## src/rtl/cpu_pkg.sv

```systemverilog
// rtl/cpu_pkg.sv - shared widths, opcodes, fetch FSM encoding and halt predicate for the 4-bit CPU
package cpu_pkg;
   localparam int INS_W = 9;
   localparam int PC_W  = 4;
   localparam int DEPTH = 16;

   localparam logic [2:0] OP_JMP   = 3'b111;
   localparam logic [1:0] HALT_OFS = 2'b00;

   localparam logic [1:0] ST_LOAD = 2'd0;
   localparam logic [1:0] ST_RUN  = 2'd1;
   localparam logic [1:0] ST_HALT = 2'd2;

   // A jump with zero offset targets itself, so the program can never leave it.
   function automatic logic is_halt(input logic [INS_W-1:0] ins);
      return (ins[INS_W-1 -: 3] == OP_JMP) && (ins[INS_W-4 -: 2] == HALT_OFS);
   endfunction
endpackage

```

## src/rtl/ins_mem.sv

```systemverilog
// rtl/ins_mem.sv - instruction store: synchronous write, asynchronous read, synchronous clear-all
module ins_mem #(
   parameter int AW = 4,
   parameter int DW = 9
) (
   input  logic          clk,
   input  logic          clr,
   input  logic          we,
   input  logic [AW-1:0] waddr,
   input  logic [DW-1:0] wdata,
   input  logic [AW-1:0] raddr,
   output logic [DW-1:0] rdata
);
   localparam int N = 1 << AW;

   logic [DW-1:0] mem_q [N];
   logic [DW-1:0] mem_d [N];

   always_comb begin
      mem_d = mem_q;
      if (we) mem_d[waddr] = wdata;
   end

   always_ff @(posedge clk) begin
      if (clr) begin
         for (int i = 0; i < N; i++) mem_q[i] <= '0;
      end else begin
         mem_q <= mem_d;
      end
   end

   assign rdata = mem_q[raddr];
endmodule

```

## src/rtl/ins_fetch.sv

```systemverilog
// rtl/ins_fetch.sv - fetch stage with LOAD/RUN/HALT sequencing; RETIRE_CNT_EN adds a saturating retire counter
module ins_fetch
   import cpu_pkg::*;
(
   input  logic             clk,
   input  logic             rst,
   input  logic [PC_W-1:0]  PC_CURR,
   input  logic             prog_we,
   input  logic [PC_W-1:0]  prog_addr,
   input  logic [INS_W-1:0] prog_data,
   input  logic             run,
   input  logic             stop,
   output logic [INS_W-1:0] INS,
   output logic             ins_valid,
   output logic             set_pc,
   output logic             halted,
   output logic [7:0]       retire_cnt
);
   logic [1:0]       state_q, state_d;
   logic [INS_W-1:0] mem_rdata;
   logic             running;

   ins_mem #(.AW(PC_W), .DW(INS_W)) u_mem (
      .clk   (clk),
      .clr   (rst),
      .we    (prog_we && (state_q == ST_LOAD)),
      .waddr (prog_addr),
      .wdata (prog_data),
      .raddr (PC_CURR),
      .rdata (mem_rdata)
   );

   // Reset must pull the PC to 0 on the same edge, so it masks the outputs directly.
   assign running   = !rst && (state_q == ST_RUN);
   assign INS       = running ? mem_rdata : '0;
   assign ins_valid = running;
   assign set_pc    = !running;
   assign halted    = (state_q == ST_HALT);

   always_comb begin
      state_d = state_q;
      case (state_q)
         ST_LOAD: if (run && !stop) state_d = ST_RUN;
         ST_RUN: begin
            if (stop)              state_d = ST_LOAD;
            else if (is_halt(INS)) state_d = ST_HALT;
         end
         ST_HALT: begin
            if (stop)     state_d = ST_LOAD;
            else if (run) state_d = ST_RUN;
         end
         default: state_d = ST_LOAD;
      endcase
   end

   always_ff @(posedge clk) begin
      if (rst) state_q <= ST_LOAD;
      else     state_q <= state_d;
   end

`ifdef RETIRE_CNT_EN
   logic [7:0] retire_q, retire_d;

   always_comb begin
      retire_d = retire_q;
      if ((state_q == ST_LOAD) && (state_d == ST_RUN)) retire_d = 8'h00;
      else if (ins_valid && (retire_q != 8'hFF))      retire_d = retire_q + 8'h01;
   end

   always_ff @(posedge clk) begin
      if (rst) retire_q <= 8'h00;
      else     retire_q <= retire_d;
   end

   assign retire_cnt = retire_q;
`else
   assign retire_cnt = 8'h00;
`endif
endmodule

```

## config.mk

```make
export PLATFORM = sky130hd
export DESIGN_NAME = ins_fetch
export DESIGN_NICKNAME = d
export VERILOG_FILES = /design/src/rtl/cpu_pkg.sv /design/src/rtl/ins_mem.sv /design/src/rtl/ins_fetch.sv
export SDC_FILE = /design/constraint.sdc
export NUM_CORES = 1
export LEC_CHECK = 0
export ABC_CLOCK_PERIOD_IN_PS = 1900
export CAP_MARGIN = 0
export CORE_MARGIN = 2
export CORE_UTILIZATION = 55
export CTS_BUF_LIST = sky130_fd_sc_hd__clkbuf_2 sky130_fd_sc_hd__clkbuf_4 sky130_fd_sc_hd__clkbuf_8
export CTS_CLUSTER_SIZE = 20
export DETAILED_ROUTE_END_ITERATION = 8
export PLACE_DENSITY = 0.78
export SYNTH_ARGS = -nofsm -noshare
export SYNTH_HDL_FRONTEND = slang
export SYNTH_SLANG_ARGS = --single-unit
```

## constraint.sdc

```tcl
create_clock -name clk -period 1.9 [get_ports clk]
set_clock_uncertainty 0.1 [all_clocks]
set_input_delay 0.285 -clock clk [delete_from_list [all_inputs] [get_ports clk]]
set_output_delay 0.285 -clock clk [all_outputs]
set_load 0.05 [all_outputs]
```

Word level (Yosys, flattened, before mapping) --
Cells that the tools add are included.
Storage, ports and cells: register bits 146, input port bits 22
Cells by class: order comparisons 3, equality and inequality tests 6, muxes and demuxes 13, bitwise operators 2, reductions and logical operators 11
Operator list (count):
- $bwmux 144 | 1
- $bmux 9 s4 | 1
- $demux 9 s4 | 1
- $mux 9 | 4
- $ge 5x5->1 const B | 2
- $mux 2 | 5
- $not 4->5 | 2
- $pmux 2 s3 | 1
- $logic_and 1x1->1 | 5
- $lt 5x1->1 const B | 1
- $logic_not 2->1 | 2
- $eq 3x3->1 const B | 1
- $logic_not 1->1 | 3
- $ne 3x2->1 const B | 1
- $ne 3x3->1 const B | 1
- $reduce_and 3->1 | 1
- $eq 2x1->1 const B | 1
- $eq 2x2->1 const B | 1
- $ne 2x1->1 const B | 1

Logic depth before layout (Yosys ltp) --
Gate-level depths: netlist of the first run.
depth in word-level cells 10, mapped depth 7, mapped depth without buffers 5

By module --
From an unflattened synthesis of the first run, not the netlist that was laid out.
Unflattened totals: cell total of the unflattened synthesis 803, area total of the unflattened synthesis 7131.8 um^2
By module, submodules not included:
- ins_mem | times used 1, cells each 770, area an instance 6884.1 um^2
- ins_fetch | times used 1, cells each 33, area an instance 247.7 um^2

Worst setup path before layout of the first run --
OpenSTA, ideal clock, no wires.
kind reg-to-output, start point register state_q[0], end point output port INS[4], arrival time 2.037 ns, slack -0.522 ns, stages on the path, launching flop included 4, cells stage by stage dfxtp_1 -> nor2b_1 -> nand2_1 -> a31oi_1
Between the ends: cells in the longest elaborated chain, start to end 3
RTL lines:
- start: declaration | RTL line ins_fetch.sv:19 | logic [1:0] state_q, state_d;
- start signal: assignment | RTL line ins_fetch.sv:58 | else state_q <= state_d;
- $eq 2x1->1 | RTL line ins_fetch.sv:34 | assign running = !rst && (state_q == ST_RUN);
- $logic_and 1x1->1 | RTL line ins_fetch.sv:34
- $mux 9 | RTL line ins_fetch.sv:35 | assign INS = running ? mem_rdata : '0;
- end: declaration | RTL line ins_fetch.sv:13 | output logic [INS_W-1:0] INS,
No other way between the ends.

Final worst setup path of the first run --
start point register u_mem.mem_q[75] (netlist bit), end point output port INS[3]
Between the ends: cells in the longest elaborated chain, start to end 4
RTL lines:
- start: declaration | RTL line ins_mem.sv:16 | logic [DW-1:0] mem_q [N];
- start signal: assignment | RTL line ins_mem.sv:28 | mem_q <= mem_d;
- $bmux 9 s4 | RTL line ins_mem.sv:32 | assign rdata = mem_q[raddr];
- $mux 9 (implied by the code) (2 in series) | RTL line ins_mem.sv:32
- $mux 9 | RTL line ins_fetch.sv:35
No other way between the ends. The select of a mux whose other input is x is not followed.

==> impl_results.md, run 1 <==
* Vias in the first global route at 5204
* Hold Path Cell Cnt at 4
* Classification of the worst setup path: flip-flop to output pin
* Die Ht at 114 µm
* Routability cong. at 0.871
* Part of the cycle the worst path needs at 1.28
* Count of cell types in the netlist at 36
* Post-synthesis async set-or-reset flop share at 0
* F_max at 411 MHz
* Power density relative to cell area at 715 nW/µm²
* Hold violation total from the final report at 0
* Average routed wire per standard cell at 21.3 µm
* Ys flop type: sky130_fd_sc_hd__dfxtp_1
* Remaining antenna violation count after routing at 0
* Worst min-delay path category: primary input to flip-flop
* Sequential share of the synthesized area at 0.439
* Ratio of cells with drive above 1 in the final layout at 0.382
* Clock slew at the register clock pins of the worst setup and hold paths at 80 ps
* Number of enable flip-flop cells after synthesis at 0
* Unrepaired setup endpoints after global routing: yes
* Slew @ Worst Pin at 793 ps
* Number of rows in the core area at 40
* TritonCTS clock tree: done
* Final cell utilization of the core at 0.749
* Maxcap violations at 0
* Placed cell count at 852
* Number of buffers inserted for hold repair after clock tree synthesis at 0
* Startpoint class of the critical path: flip-flop
* Number of max-slew violations in the final report at 0
* Warnings, synthesis at 0
* Minimum setup slack among reg-to-reg paths at -110 ps
* Setup Viol. Count Final at 49
* First-pass GRT wire length at 27000 µm
* Worst Path Arrival at 2050 ps
* Count of unresolved DRC violations after routing at 0
* Antenna violations before repair at 0
* Synthesized area per cell at 10.0 µm²
* WL final at 19200 µm
* Area enclosed by the die boundary at 13000 µm²
* Mapped cell area at 6650 µm²
* Die Span X at 114 µm
* Gate count of the mapped netlist at 664
* Final worst slack at -533 ps
* First-pass detailed-route iteration total at 7
* Port Buf Inserts at 33
* WHS Endpoint: state_q[0]
* Leakage dissipation at 3.36 nW
* Initial core utilization at 0.559
* Overflow left after global routing at 0
* Net count reported at finish at 763
* Antenna diode count at 0
* Outcome: finished, violations left
* Cell Count, Final, Fillers Out at 900
* Critical Path RT at 1510 ps
* Count of vias placed by the detailed router at 5525
* Routed vias/inst at 6.14
* Maximum number of pins on one net before global-route repair at 79
* Startpoint of the worst hold path: rst
* Num CTS Buffers at 17
* Type of destination of the critical path: output pin
* Clock Sink Count at 146
* Peak fanout along the critical path at 2
* Detailed-placement wirelength estimate at 11700 µm
* Total I/O pin count at 42
* R2R cell count at 8
* Setup TNS Final at -5880 ps
* Overall track demand over capacity in global routing at 0.275
* Maximum count of clock buffers along a single path at 2
* Area Overhead vs Synth at 34.1%
* Crit path time final at 2430 ps
* Root buf cell: sky130_fd_sc_hd__clkbuf_8
* Clock latency reported for the late side of the worst-skew pair at 440 ps
* Number of synthesized register bits at 146
* Critical register-to-register path startpoint: state_q[0]
* Violations in the final reports: negative setup slack
* Placeable core region at 11900 µm²
* Max-slew headroom at 0.472
* Worst voltage drop across the vdd grid at 0.000484 V
* Capture instance of the worst register-to-register path: u_mem.mem_q[54]
* CTS HTree Levels at 4
* Number of design-rule violations left by the first detailed-router iteration at 402
## what timing repair did
action                                  CTS  global route
pin swaps                                16            39
gates resized for setup                  72           101
endpoints found under the setup margin   40           139
buffers inserted                          9             5
gates cloned                              2             4
hold endpoints to repair                  0             0
## per-layer routing
layer / global-route usage / routed length [µm] / vias to the layer above
met2: 0.458 / 9600 / 289
met1: 0.337 / 7370 / 2712
met4: 0.130 / 807 / 0
met3: 0.0654 / 1370 / 65
li1: - / - / 2459
met5: 0 / 0 / -
## where the power goes
| part | total, W | leakage [nW] | internal, W | switching [W] |
|---|---|---|---|---|
| clock | 0.00252 | 0.210 | 0.00138 | 0.00113 |
| sequential | 0.00312 | 1.19 | 0.00310 | 0.0000241 |
| combinational | 0.000740 | 1.96 | 0.000302 | 0.000438 |
## sequential cells by signal, summed over array words and instances, names as in the netlist
signal / flops
state_q: 2
u_mem.mem_q: 144
## layout make-up
class	instances	area (µm²)
Multi-Input combinational cell	453	4040
Fill cell	713	2990
Sequential cell	146	2950
Timing Repair Buffer	116	1310
Clock buffer	20	275
Tap cell	147	184
Clock inverter	11	135
Inverter	7	27.5
## critical path, stage by stage, from the launching register on
cell,delay [ps]
sky130_fd_sc_hd__dfxtp_1,320
sky130_fd_sc_hd__mux4_2,460
sky130_fd_sc_hd__mux4_2,520
sky130_fd_sc_hd__nor2b_4,150
sky130_fd_sc_hd__buf_6,140
## kinds of logic (layout without fill, tap and decap cells)
group                  count (synthesis)  count (layout)  share of synthesized area
AO/OA/AOI/OAI                         59              59                     0.0532
flip-flops                           146             146                      0.439
multiplexers                         152             152                      0.296
buffers and inverters                 74             154                     0.0553
AND/OR/NAND/NOR                      232             234                      0.155
other                                  1               8                   0.000564
## worst max-delay path by stage
stage                         start      to  slack (ps)  cells past startpoint
floorplan                PC_CURR[0]  INS[0]        -130                      5
global placement         PC_CURR[1]  INS[3]        -740                      7
detailed placement       PC_CURR[1]  INS[1]        -790                      7
CTS                 u_mem.mem_q[75]  INS[3]        -530                      4
global route        u_mem.mem_q[30]  INS[3]        -590                      4
finish              u_mem.mem_q[75]  INS[3]        -530                      4
## metrics by stage
stage               total power (W)  instance area [µm²]  setup WS (ps)  hold WS, ps
floorplan                   0.00358                 6800           -126          333
finish                      0.00638                 8920           -533         75.4
detailed placement          0.00377                 7630           -793          347
CTS                         0.00629                 8380           -526         43.3
global route                0.00656                 8920           -586         81.0
global placement            0.00375                 7630           -739          339
## layout by cell type, fill, tap and decap left out, drive strengths merged, types with 3 or more instances in the layout
master and n:
a21oi 40, a221oi 4, a22oi 4, buf 95, bufinv 3, clkbuf 22, clkdlybuf4s50 17, clkinv 7
conb 8, dfxtp 146, inv 6, mux2i 116, mux4 36, nand2 51, nand2b 3, nand3 42
nor2 118, nor2b 12, nor3 4, o21ai 3
## Yosys cell counts (2+ instances only)
master | count | area [µm²]
sky130_fd_sc_hd__dfxtp_1 | 146 | 2920
sky130_fd_sc_hd__mux2i_1 | 116 | 1160
sky130_fd_sc_hd__nor2_1 | 112 | 420
sky130_fd_sc_hd__nand2_1 | 49 | 184
sky130_fd_sc_hd__nand3_1 | 42 | 210
sky130_fd_sc_hd__a21oi_1 | 40 | 200
sky130_fd_sc_hd__mux4_2 | 36 | 811
sky130_fd_sc_hd__clkbuf_1 | 34 | 128
sky130_fd_sc_hd__nor2b_1 | 12 | 75.1
sky130_fd_sc_hd__buf_4 | 11 | 82.6
sky130_fd_sc_hd__buf_1 | 10 | 37.5
sky130_fd_sc_hd__buf_2 | 8 | 40.0
sky130_fd_sc_hd__inv_1 | 6 | 22.5
sky130_fd_sc_hd__nor2_4 | 6 | 67.6
sky130_fd_sc_hd__a221oi_1 | 4 | 35.0
sky130_fd_sc_hd__a22oi_1 | 3 | 22.5
sky130_fd_sc_hd__buf_6 | 3 | 33.8
sky130_fd_sc_hd__nand2b_1 | 3 | 18.8
sky130_fd_sc_hd__nor3_1 | 3 | 15.0
sky130_fd_sc_hd__o21ai_0 | 3 | 15.0
sky130_fd_sc_hd__a31oi_1 | 2 | 12.5
Note: power is estimated with default switching activity, not from simulation.
==> run 2: changes to the inputs <==
--- a/config.mk
+++ b/config.mk
@@ -5,12 +5,12 @@
 export SDC_FILE = /design/constraint.sdc
 export NUM_CORES = 1
 export LEC_CHECK = 0
+export ABC_AREA = 0
 export ABC_CLOCK_PERIOD_IN_PS = 1900
 export CAP_MARGIN = 0
 export CORE_MARGIN = 2
 export CORE_UTILIZATION = 55
 export CTS_BUF_LIST = sky130_fd_sc_hd__clkbuf_2 sky130_fd_sc_hd__clkbuf_4 sky130_fd_sc_hd__clkbuf_8
-export CTS_CLUSTER_SIZE = 20
 export DETAILED_ROUTE_END_ITERATION = 8
 export PLACE_DENSITY = 0.78
 export SYNTH_ARGS = -nofsm -noshare
==> results of run 2 <==
Same layout as run 1: the final DEF is identical, and so are final timing and power.
